$ cat config.mk
export PLATFORM = sky130hd
export DESIGN_NAME = pipelined_alu
export DESIGN_NICKNAME = d
export VERILOG_FILES = /design/src/rtl/alu_pkg.sv /design/src/rtl/alu_core.sv /design/src/rtl/pipelined_alu.sv
export SDC_FILE = /design/constraint.sdc
export NUM_CORES = 2
export LEC_CHECK = 0
export CAP_MARGIN = 15
export CORE_ASPECT_RATIO = 0.5
export CORE_MARGIN = 3
export CORE_UTILIZATION = 43
export CTS_CLUSTER_DIAMETER = 200
export DETAILED_ROUTE_END_ITERATION = 8
export PLACE_DENSITY = 0.63
export SLEW_MARGIN = 20
export SYNTH_ARGS = -nofsm -noshare
export SYNTH_HDL_FRONTEND = slang
export SYNTH_SLANG_ARGS = --single-unit
export TNS_END_PERCENT = 30
$ cat constraint.sdc
create_clock -name clk -period 19.5 [get_ports clk]
set_input_delay 2.925 -clock clk [delete_from_list [all_inputs] [get_ports clk]]
set_output_delay 2.925 -clock clk [all_outputs]
set_load 0.01 [all_outputs]
$ cat src/rtl/alu_pkg.sv
// Shared definitions for the pipelined ALU: opcode encoding, flag bit
// positions inside the 4-bit flags word, and the opcode legality check.
package alu_pkg;

  // Opcode encoding; codes 4'hC..4'hF are reserved and treated as illegal.
  typedef enum logic [3:0] {
    OP_ADD     = 4'h0,
    OP_SUB     = 4'h1,
    OP_AND     = 4'h2,
    OP_OR      = 4'h3,
    OP_XOR     = 4'h4,
    OP_NOT_A   = 4'h5,
    OP_SLL     = 4'h6,
    OP_SRL     = 4'h7,
    OP_SRA     = 4'h8,
    OP_MUL     = 4'h9,
    OP_CMP_LT  = 4'hA,
    OP_CMP_LTU = 4'hB
  } alu_op_t;

  // Bit positions inside flags = {negative, zero, carry, overflow}.
  localparam int unsigned FLAG_NEG   = 3;
  localparam int unsigned FLAG_ZERO  = 2;
  localparam int unsigned FLAG_CARRY = 1;
  localparam int unsigned FLAG_OVF   = 0;

  // True when the code names one of the implemented operations.
  function automatic logic op_is_legal(input logic [3:0] op);
    logic legal;
    case (op)
      OP_ADD, OP_SUB, OP_AND, OP_OR, OP_XOR, OP_NOT_A,
      OP_SLL, OP_SRL, OP_SRA, OP_MUL, OP_CMP_LT, OP_CMP_LTU: legal = 1'b1;
      default:                                               legal = 1'b0;
    endcase
    return legal;
  endfunction

endpackage

$ cat src/rtl/alu_core.sv
// Combinational ALU datapath evaluated on the operands held in pipeline
// stage 1.
// Ports:
//   op      - opcode (alu_op_t encoding)
//   a, b    - operands; for shifts only the low clog2(WIDTH) bits of b count
//   res     - result (zero for illegal opcodes)
//   flags   - {negative, zero, carry, overflow} (zero for illegal opcodes)
//   illegal - opcode is not one of the implemented operations
module alu_core
  import alu_pkg::*;
#(
  parameter int WIDTH = 32
) (
  input  logic [3:0]       op,
  input  logic [WIDTH-1:0] a,
  input  logic [WIDTH-1:0] b,
  output logic [WIDTH-1:0] res,
  output logic [3:0]       flags,
  output logic             illegal
);

  localparam int SHW = $clog2(WIDTH);

  logic [SHW-1:0]   shamt_s;
  logic [WIDTH:0]   add_s;
  logic [WIDTH:0]   sub_s;
  logic [WIDTH-1:0] res_s;
  logic             carry_s;
  logic             ovf_s;
  logic             legal_s;

  assign shamt_s = b[SHW-1:0];
  assign add_s   = {1'b0, a} + {1'b0, b};
  // a - b as a + ~b + 1, so the top bit is the carry-out (i.e. NOT borrow).
  assign sub_s   = {1'b0, a} + {1'b0, ~b} + {{WIDTH{1'b0}}, 1'b1};
  assign legal_s = op_is_legal(op);
  assign illegal = ~legal_s;

  // Operation select plus carry/overflow for the arithmetic ops
  always_comb begin
    res_s   = '0;
    carry_s = 1'b0;
    ovf_s   = 1'b0;
    case (op)
      OP_ADD: begin
        res_s   = add_s[WIDTH-1:0];
        carry_s = add_s[WIDTH];
        // Same-sign operands producing a result of the other sign.
        ovf_s   = (a[WIDTH-1] == b[WIDTH-1]) && (add_s[WIDTH-1] != a[WIDTH-1]);
      end
      OP_SUB: begin
        res_s   = sub_s[WIDTH-1:0];
        carry_s = sub_s[WIDTH];
        // Opposite-sign operands where the result sign differs from a.
        ovf_s   = (a[WIDTH-1] != b[WIDTH-1]) && (sub_s[WIDTH-1] != a[WIDTH-1]);
      end
      OP_AND:     res_s = a & b;
      OP_OR:      res_s = a | b;
      OP_XOR:     res_s = a ^ b;
      OP_NOT_A:   res_s = ~a;
      OP_SLL:     res_s = a << shamt_s;
      OP_SRL:     res_s = a >> shamt_s;
      OP_SRA:     res_s = $signed(a) >>> shamt_s;
      OP_MUL:     res_s = a * b;
      OP_CMP_LT:  res_s = {{(WIDTH-1){1'b0}}, ($signed(a) < $signed(b))};
      OP_CMP_LTU: res_s = {{(WIDTH-1){1'b0}}, (a < b)};
      default:    res_s = '0;
    endcase
  end

  // Flag assembly; illegal opcodes report all-zero result and flags
  always_comb begin
    res   = '0;
    flags = 4'h0;
    if (legal_s) begin
      res                = res_s;
      flags[FLAG_NEG]    = res_s[WIDTH-1];
      flags[FLAG_ZERO]   = (res_s == '0);
      flags[FLAG_CARRY]  = carry_s;
      flags[FLAG_OVF]    = ovf_s;
    end else begin
      res   = '0;
      flags = 4'h0;
    end
  end

endmodule

$ cat src/rtl/pipelined_alu.sv
// Pipelined ALU with valid/ready handshakes on both sides.
// Stage 1 registers the accepted operands and evaluates them through
// alu_core; stages 2..STAGES carry the result/flags unchanged. Each stage
// loads when it is empty or its contents are moving on, so bubbles collapse
// and a full pipeline sustains one operation per cycle.
// Ports:
//   clk, rst              - clock; asynchronous active-high reset
//   in_valid/in_ready     - operation handshake (op, a, b)
//   out_valid/out_ready   - result handshake (res, flags)
//   illegal_cnt           - saturating count of illegal opcodes processed
module pipelined_alu
  import alu_pkg::*;
#(
  parameter int WIDTH  = 32,
  parameter int STAGES = 2
) (
  input  logic             clk,
  input  logic             rst,
  input  logic             in_valid,
  output logic             in_ready,
  input  logic [3:0]       op,
  input  logic [WIDTH-1:0] a,
  input  logic [WIDTH-1:0] b,
  output logic             out_valid,
  input  logic             out_ready,
  output logic [WIDTH-1:0] res,
  output logic [3:0]       flags,
  output logic [15:0]      illegal_cnt
);

  // valid_s[0] is the upstream offer; valid_s[i] is stage i occupancy.
  logic [STAGES:0]   valid_s;
  // ready_s[i]: stage i may load this cycle; ready_s[STAGES+1] is the consumer.
  logic [STAGES+1:1] ready_s;
  // Result/flags leaving each stage; entry 1 is the live ALU output.
  logic [WIDTH-1:0]  res_pipe_s   [1:STAGES];
  logic [3:0]        flags_pipe_s [1:STAGES];

  logic [3:0]        op_r;
  logic [WIDTH-1:0]  a_r;
  logic [WIDTH-1:0]  b_r;
  logic [WIDTH-1:0]  core_res_s;
  logic [3:0]        core_flags_s;
  logic              core_illegal_s;
  logic [15:0]       illegal_cnt_r;

  assign valid_s[0] = in_valid;
  assign in_ready   = ready_s[1];

  // Ready chain from the consumer back to stage 1; never looks at in_valid
  always_comb begin
    logic rdy_v;
    ready_s           = '0;
    ready_s[STAGES+1] = out_ready;
    rdy_v             = out_ready;
    for (int i = STAGES; i >= 1; i--) begin
      rdy_v      = ~valid_s[i] | rdy_v;
      ready_s[i] = rdy_v;
    end
  end

  alu_core #(
    .WIDTH (WIDTH)
  ) u_core (
    .op      (op_r),
    .a       (a_r),
    .b       (b_r),
    .res     (core_res_s),
    .flags   (core_flags_s),
    .illegal (core_illegal_s)
  );

  for (genvar i = 1; i <= STAGES; i++) begin : g_stage
    logic valid_r;
    assign valid_s[i] = valid_r;

    if (i == 1) begin : g_head
      // Stage 1: capture the offered operation when the stage can load
      always_ff @(posedge clk or posedge rst) begin
        if (rst) begin
          valid_r <= 1'b0;
          op_r    <= 4'h0;
          a_r     <= '0;
          b_r     <= '0;
        end else if (ready_s[1]) begin
          valid_r <= in_valid;
          op_r    <= op;
          a_r     <= a;
          b_r     <= b;
        end
      end
      assign res_pipe_s[1]   = core_res_s;
      assign flags_pipe_s[1] = core_flags_s;
    end else begin : g_tail
      logic [WIDTH-1:0] res_r;
      logic [3:0]       flags_r;
      // Stages 2..STAGES: carry result and flags forward unchanged
      always_ff @(posedge clk or posedge rst) begin
        if (rst) begin
          valid_r <= 1'b0;
          res_r   <= '0;
          flags_r <= 4'h0;
        end else if (ready_s[i]) begin
          valid_r <= valid_s[i-1];
          res_r   <= res_pipe_s[i-1];
          flags_r <= flags_pipe_s[i-1];
        end
      end
      assign res_pipe_s[i]   = res_r;
      assign flags_pipe_s[i] = flags_r;
    end
  end

  // Count illegal opcodes as they leave stage 1, so each is seen exactly once
  always_ff @(posedge clk or posedge rst) begin
    if (rst) begin
      illegal_cnt_r <= 16'h0000;
    end else if (valid_s[1] && ready_s[2] && core_illegal_s &&
                 (illegal_cnt_r != 16'hFFFF)) begin
      illegal_cnt_r <= illegal_cnt_r + 16'h0001;
    end
  end

  assign illegal_cnt = illegal_cnt_r;

  // Output view of the last stage; forced to zero while it holds nothing
  always_comb begin
    out_valid = valid_s[STAGES];
    res       = '0;
    flags     = 4'h0;
    if (valid_s[STAGES]) begin
      res   = res_pipe_s[STAGES];
      flags = flags_pipe_s[STAGES];
    end else begin
      res   = '0;
      flags = 4'h0;
    end
  end

endmodule

# [After elaboration in Yosys (flattened, before gate mapping)]
# Memories as Yosys holds them, arrays and structs flattened.
# Cells that the tools add are included.
[totals] reg_bits=122 mem_bits_ro=16 input_bits=72 elab_cells=59 mem_count=1
[op_classes] addsub=4 n_mul=1 order_cmp=2 eq_ne=16 n_shift=3 muxes=7 n_bitwise=10 reduce_logical=7
[memory_table] memory="(name not given)" words=16 width=1 read_ports=1 rd_ports_with_merged_regs=0 wr=0 line_no="alu_pkg.sv:30" source="case (op)"
[op_table] cell="$pmux W32 S12" count=1
[op_table] cell="$add A32 B32 Y33" count=2
[op_table] cell="$lt A32 B32 Y1" count=2
[op_table] cell="$mux W32" count=2
[op_table] cell="$not A32 Y32" count=2
[op_table] cell="$add A33 B1 Y33 const B" count=1
[op_table] cell="$and A32 B32 Y32" count=1
[op_table] cell="$logic_not A32 Y1" count=1
[op_table] cell="$mul A32 B32 Y32" count=1
[op_table] cell="$or A32 B32 Y32" count=1
[op_table] cell="$shl A32 B5 Y32" count=1
[op_table] cell="$shr A32 B5 Y32" count=1
[op_table] cell="$sshr A32 B5 Y32" count=1
[op_table] cell="$xor A32 B32 Y32" count=1
[op_table] cell="$add A16 B1 Y16 const B" count=1
[op_table] cell="$eq A4 B3 Y1 const B" count=4
[op_table] cell="$eq A4 B4 Y1 const B" count=4
[op_table] cell="$ne A16 B16 Y1 const B" count=1
[op_table] cell="$eq A4 B2 Y1 const B" count=2
[op_table] cell="$mux W4" count=2
[op_table] cell="$logic_and A1 B1 Y1" count=5
[op_table] cell="$eq A4 B1 Y1 const B" count=1
[op_table] cell="$logic_not A4 Y1" count=1
[op_table] cell="$pmux W1 S2" count=2
[op_table] cell="other kinds (4)" count=9

# [Logic depth before layout (Yosys ltp)]
[depth] word_depth=7 depth_mapped=32 mapped_depth_nobuf=28

# [Modules after synthesis]
# From an unflattened synthesis, not the netlist that was laid out.
[unflattened] hier_cells=3714 area_unflattened_um2=30608.1
[by_module_without_submodules] mod="alu_core" instances=1 cells_each=3296 area_per_inst_um2=25594.5 seq_area_each_um2=0.0
[by_module_without_submodules] mod="pipelined_alu" instances=1 cells_each=418 area_per_inst_um2=5013.6 seq_area_each_um2=3052.9

# [Worst setup path before layout]
# OpenSTA, ideal clock, no wires.
[synth_path] path_kind="register -> register" startpoint="reg b_r[3]" endpoint="reg g_stage[2].g_tail.flags_r[2]" setup_time_ns=0.103 arrival_time_ns=8.418 required_time_ns=19.397 setup_slack_ns=10.979 stages_incl_launch_ff=28 n_path_buf=6 synth_period_minus_slack_ns=8.521 cell_sequence="dfrtp_1 > buf_2 > buf_1 > clkbuf_1 > buf_1 > clkbuf_1 > buf_1 > nand2_1 > fa_1 > fa_1 > fa_1 > fa_1 > fa_1 > fa_1 > fa_1 > fa_1 > inv_1 > ha_1 > a21oi_1 > o21bai_1 > a21o_1 > a211oi_1 > a211oi_1 > o21ai_0 > o311ai_0 > a2111oi_2 > nand4_1 > o41ai_2"
[synth_via] elab_chain_cells=6 elab_cells_between_ends=16
[synth_rtl] element="start, declared" line_no="pipelined_alu.sv:41" source="logic [WIDTH-1:0] b_r;"
[synth_rtl] element="start signal, assigned" line_no="pipelined_alu.sv:84" source="b_r <= '0;"
[synth_rtl] element="start signal, assigned" line_no="pipelined_alu.sv:89" source="b_r <= b;"
[synth_rtl] element="parallel branches: the longest is 3 deep, another holds $mul A32 B32 Y32"
[synth_rtl] element="$pmux W32 S12 *" line_no="alu_core.sv:44" source="case (op)"
[synth_rtl] element="$logic_not A32 Y1 *" line_no="alu_core.sv:78" source="flags[FLAG_ZERO] = (res_s == '0);"
[synth_rtl] element="$mux W4 *" line_no="alu_core.sv:75" source="if (legal_s) begin"
[synth_rtl] element="end signal, assigned" line_no="pipelined_alu.sv:106" source="flags_r <= flags_pipe_s[i-1];"
[synth_rtl] element="end, declared" line_no="pipelined_alu.sv:96" source="logic [3:0] flags_r;"
# Mark *: on every way between the ends.
# A chain may end at the register's enable or synchronous reset.

# [Worst setup path after layout]
[layout_path] startpoint="reg b_r[1]" endpoint="reg g_stage[2].g_tail.flags_r[2]"
# The elaborated chain is that of the path after synthesis.

==> reports/metrics.csv <==
metric;value;unit
status;finished, final reports clean;
Max-cap violations;0;
wire length on met2;59160;µm
Yosys top cell area share;0.2744;
clock sink count;121;
Placed Area;32150;µm²
Fmax achieved;0.1033;GHz
post-synth top area cell;fa_1;
Slew headroom;0.06292;
Slew @ Worst Pin;1.397;ns
drt drc;0;
post-synthesis cell type count;95;
Root Driver;clkbuf_16;
most common cell in the netlist;nand2_1;
first-pass GRT wire length;218000;µm
ys async rst share;1.000;
largest cells by area after synthesis;fa_1 27%, dfrtp_1 10%, ha_1 9.2%;
die footprint;72970;µm²
GP Congestion;1.076;
top routing layer in use;met5;
Wirelength per Cell;34.37;µm
Worst Path Arrival;10.04;ns
initial DRC count;4370;
count of final setup violators;0;
FP Rows;67;
min-delay worst type;flop to flop;
Clk Latency, worst-skew pair;0.48;ns
Crit Path Max Fanout;41;
Num CTS Buffers;17;
via/cell ratio;6.652;
Fin. Hold Viols;0;
via count;29810;
drt first pass iters;8;
Post-Synthesis Net Count;4276;
core area;67900;µm²
CTS clk-pin slew, worst paths;0.08;ns
syn_area_per_cell;8.373;µm²
Clock Path Buffers;2;
startpoint types;flop;
Synth top cells by count;547 x nand2_1, 410 x fa_1, 365 x inv_1, 319 x nor2_1, 221 x ha_1;
crit end category;flop;
share of layout cells above drive strength 1;0.07914;
largest net degree at the start of global routing;73;
initial antenna violation count;11;
hold path start;g_stage[2].g_tail.res_r[17]$_DFFE_PP0N_;
Initial Util;0.4406;
placed cell count;4441;
total grt overflow;0;
setup TNS;0;ns
Finished Layout Cells;4481;
Netlist Area Pre-Place;29920;µm²
CTS Hold Bufs;0;
Clock Skews;0.01660;ns
met3 WL;27000;µm
Synth Warn #;0;
Main synth FF type;dfrtp_1;
number of synthesized register bits;121;
EDFF count, synth;0;
Seq. cell area;3045;µm²
Die Height;192.5;µm
Slew Viols, Final;0;
final WL;154000;µm
Horiz. Die Dim;379.0;µm
fillcell total;6662;
post-cts resize count;0;
Worst R2R Start;b_r[1]$_DFFE_PP0P_;
WP data required;19.86;ns
post-route design area;32760;µm²
reg2reg setup slack;9.82;ns
number of global-route vias before repair;29340;
Multi-input gate area;24470;µm²
DP HPWL;118900;µm
H-tree Lvls;4;
Nets;4266;
hold path cells;2;
Area Growth Syn to Fin;9.506;%
FF-to-FF End;g_stage[2].g_tail.flags_r[2]$_DFFE_PP0N_;
Final Core Density;0.4825;
Metal-1 WL;62210;µm
Tcrit/Tclk final;0.4966;
CTS tree;yes;
setup repair after global routing missed its margin;no;
reg2reg path depth;22;
Synth Instances;3573;
ANT nets after route;0;
PortBufs;125;
GR Util All Layers;0.4232;
I/O pin count;126;
Hold Path End;g_stage[2].g_tail.res_r[17]$_DFFE_PP0N_;
# Post-CTS Setup Buffers;0;
Crit Path Category;flop to flop;
register area share after synthesis;0.1012;
minimum clock period after layout;9.684;ns
[cell families after synthesis]
kind of cell	Yosys count	synth area share
mux	140	0.07177
compound gates	719	0.1660
xor+xnor	103	0.03015
buf+inv	655	0.08410
simple gates	1204	0.1800
flops	121	0.1012
fa+ha+maj	631	0.3668
[worst max-delay path by stage]
stage                             from                                  endpoint  slack [ns]  depth (start not counted)
CTS                 b_r[1]$_DFFE_PP0P_  g_stage[2].g_tail.flags_r[2]$_DFFE_PP0N_       10.01                         22
finish              b_r[1]$_DFFE_PP0P_  g_stage[2].g_tail.flags_r[2]$_DFFE_PP0N_        9.82                         22
global placement    b_r[1]$_DFFE_PP0P_  g_stage[2].g_tail.flags_r[2]$_DFFE_PP0N_       10.05                         22
global route        b_r[1]$_DFFE_PP0P_  g_stage[2].g_tail.flags_r[2]$_DFFE_PP0N_        9.65                         21
floorplan           b_r[3]$_DFFE_PP0P_  g_stage[2].g_tail.flags_r[2]$_DFFE_PP0N_       10.98                         27
detailed placement  b_r[1]$_DFFE_PP0P_  g_stage[2].g_tail.flags_r[2]$_DFFE_PP0N_       10.05                         22
[layer usage]
layer,vias up,track usage
met4,14,0.1294
li1,12040,-
met3,352,0.2395
met1,15150,0.5705
met5,-,0.01752
met2,2254,0.5658
[flip-flops by register name (all words and copies together) (netlist names)]
register	flops
a_r	32
b_r	32
g_stage.g_tail.res_r	32
illegal_cnt	16
op_r	4
g_stage.g_tail.flags_r	3
g_stage.valid_r	1
out_valid	1
[cell usage in the layout, fill, tap and decap left out, drive strengths merged, types with 13 or more instances in the layout]
cell type,Yosys,routed
nor2b,28,28
and3,15,15
nand3,52,52
clkdlybuf4s50,0,125
or2,13,13
inv,368,377
o22ai,31,31
o21a,22,22
nand4,24,24
a21oi,121,121
a221oi,17,17
a31oi,28,28
o21ai,167,167
mux2i,57,57
a211o,18,18
mux4,57,57
nor2,319,319
a211oi,51,51
fa,410,410
o31ai,16,16
a21o,30,30
a22o,14,14
clkinv,30,33
mux2,26,26
ha,221,221
nand2b,27,27
and2,49,49
or3,16,16
xor2,20,20
o221ai,17,17
clkbuf,173,17
buf,84,103
dfrtp,121,121
nand2,547,547
a2111oi,16,16
xnor2,83,83
o211ai,42,42
nor4,21,21
nor3,43,43
[critical path: stages, from the launching register on]
cell and delay [ns]:
dfrtp_4 0.89, buf_4 0.68, nand2_1 0.45, fa_1 0.56
fa_1 0.54, fa_1 0.59, fa_1 0.45, fa_1 0.58
fa_1 0.46, fa_1 0.50, inv_1 0.04, ha_1 0.39
a21oi_1 0.28, o21bai_1 0.10, a21o_1 0.20, a211oi_2 0.97
nand2_1 0.23, nand2_1 0.11, a21oi_1 0.08, nor4_1 0.54
nand4_1 0.34, nand3b_1 0.29, o41ai_2 0.24
[stage by stage]
stage	setup WS, ns	hold slack, ns
after floorplan	10.98	0.4402
after global placement	10.05	0.4650
after detailed placement	10.05	0.4665
after CTS	10.01	0.4812
after global routing	9.647	0.5073
final	9.816	0.4768
[final cells by class]
class	instances	share of cell area
clock buffers	17	0.01299
inverters	398	0.04575
well taps	897	0.03426
multi-input cells	2797	0.7470
flip-flops and latches	121	0.09296
repair buffers	228	0.06179
diodes	8	0.0006111
clock inverters	15	0.004659
Power is left out: the tool's default activity adds up to more than one toggle a clock period on the data nets, which glitch-free logic cannot reach.
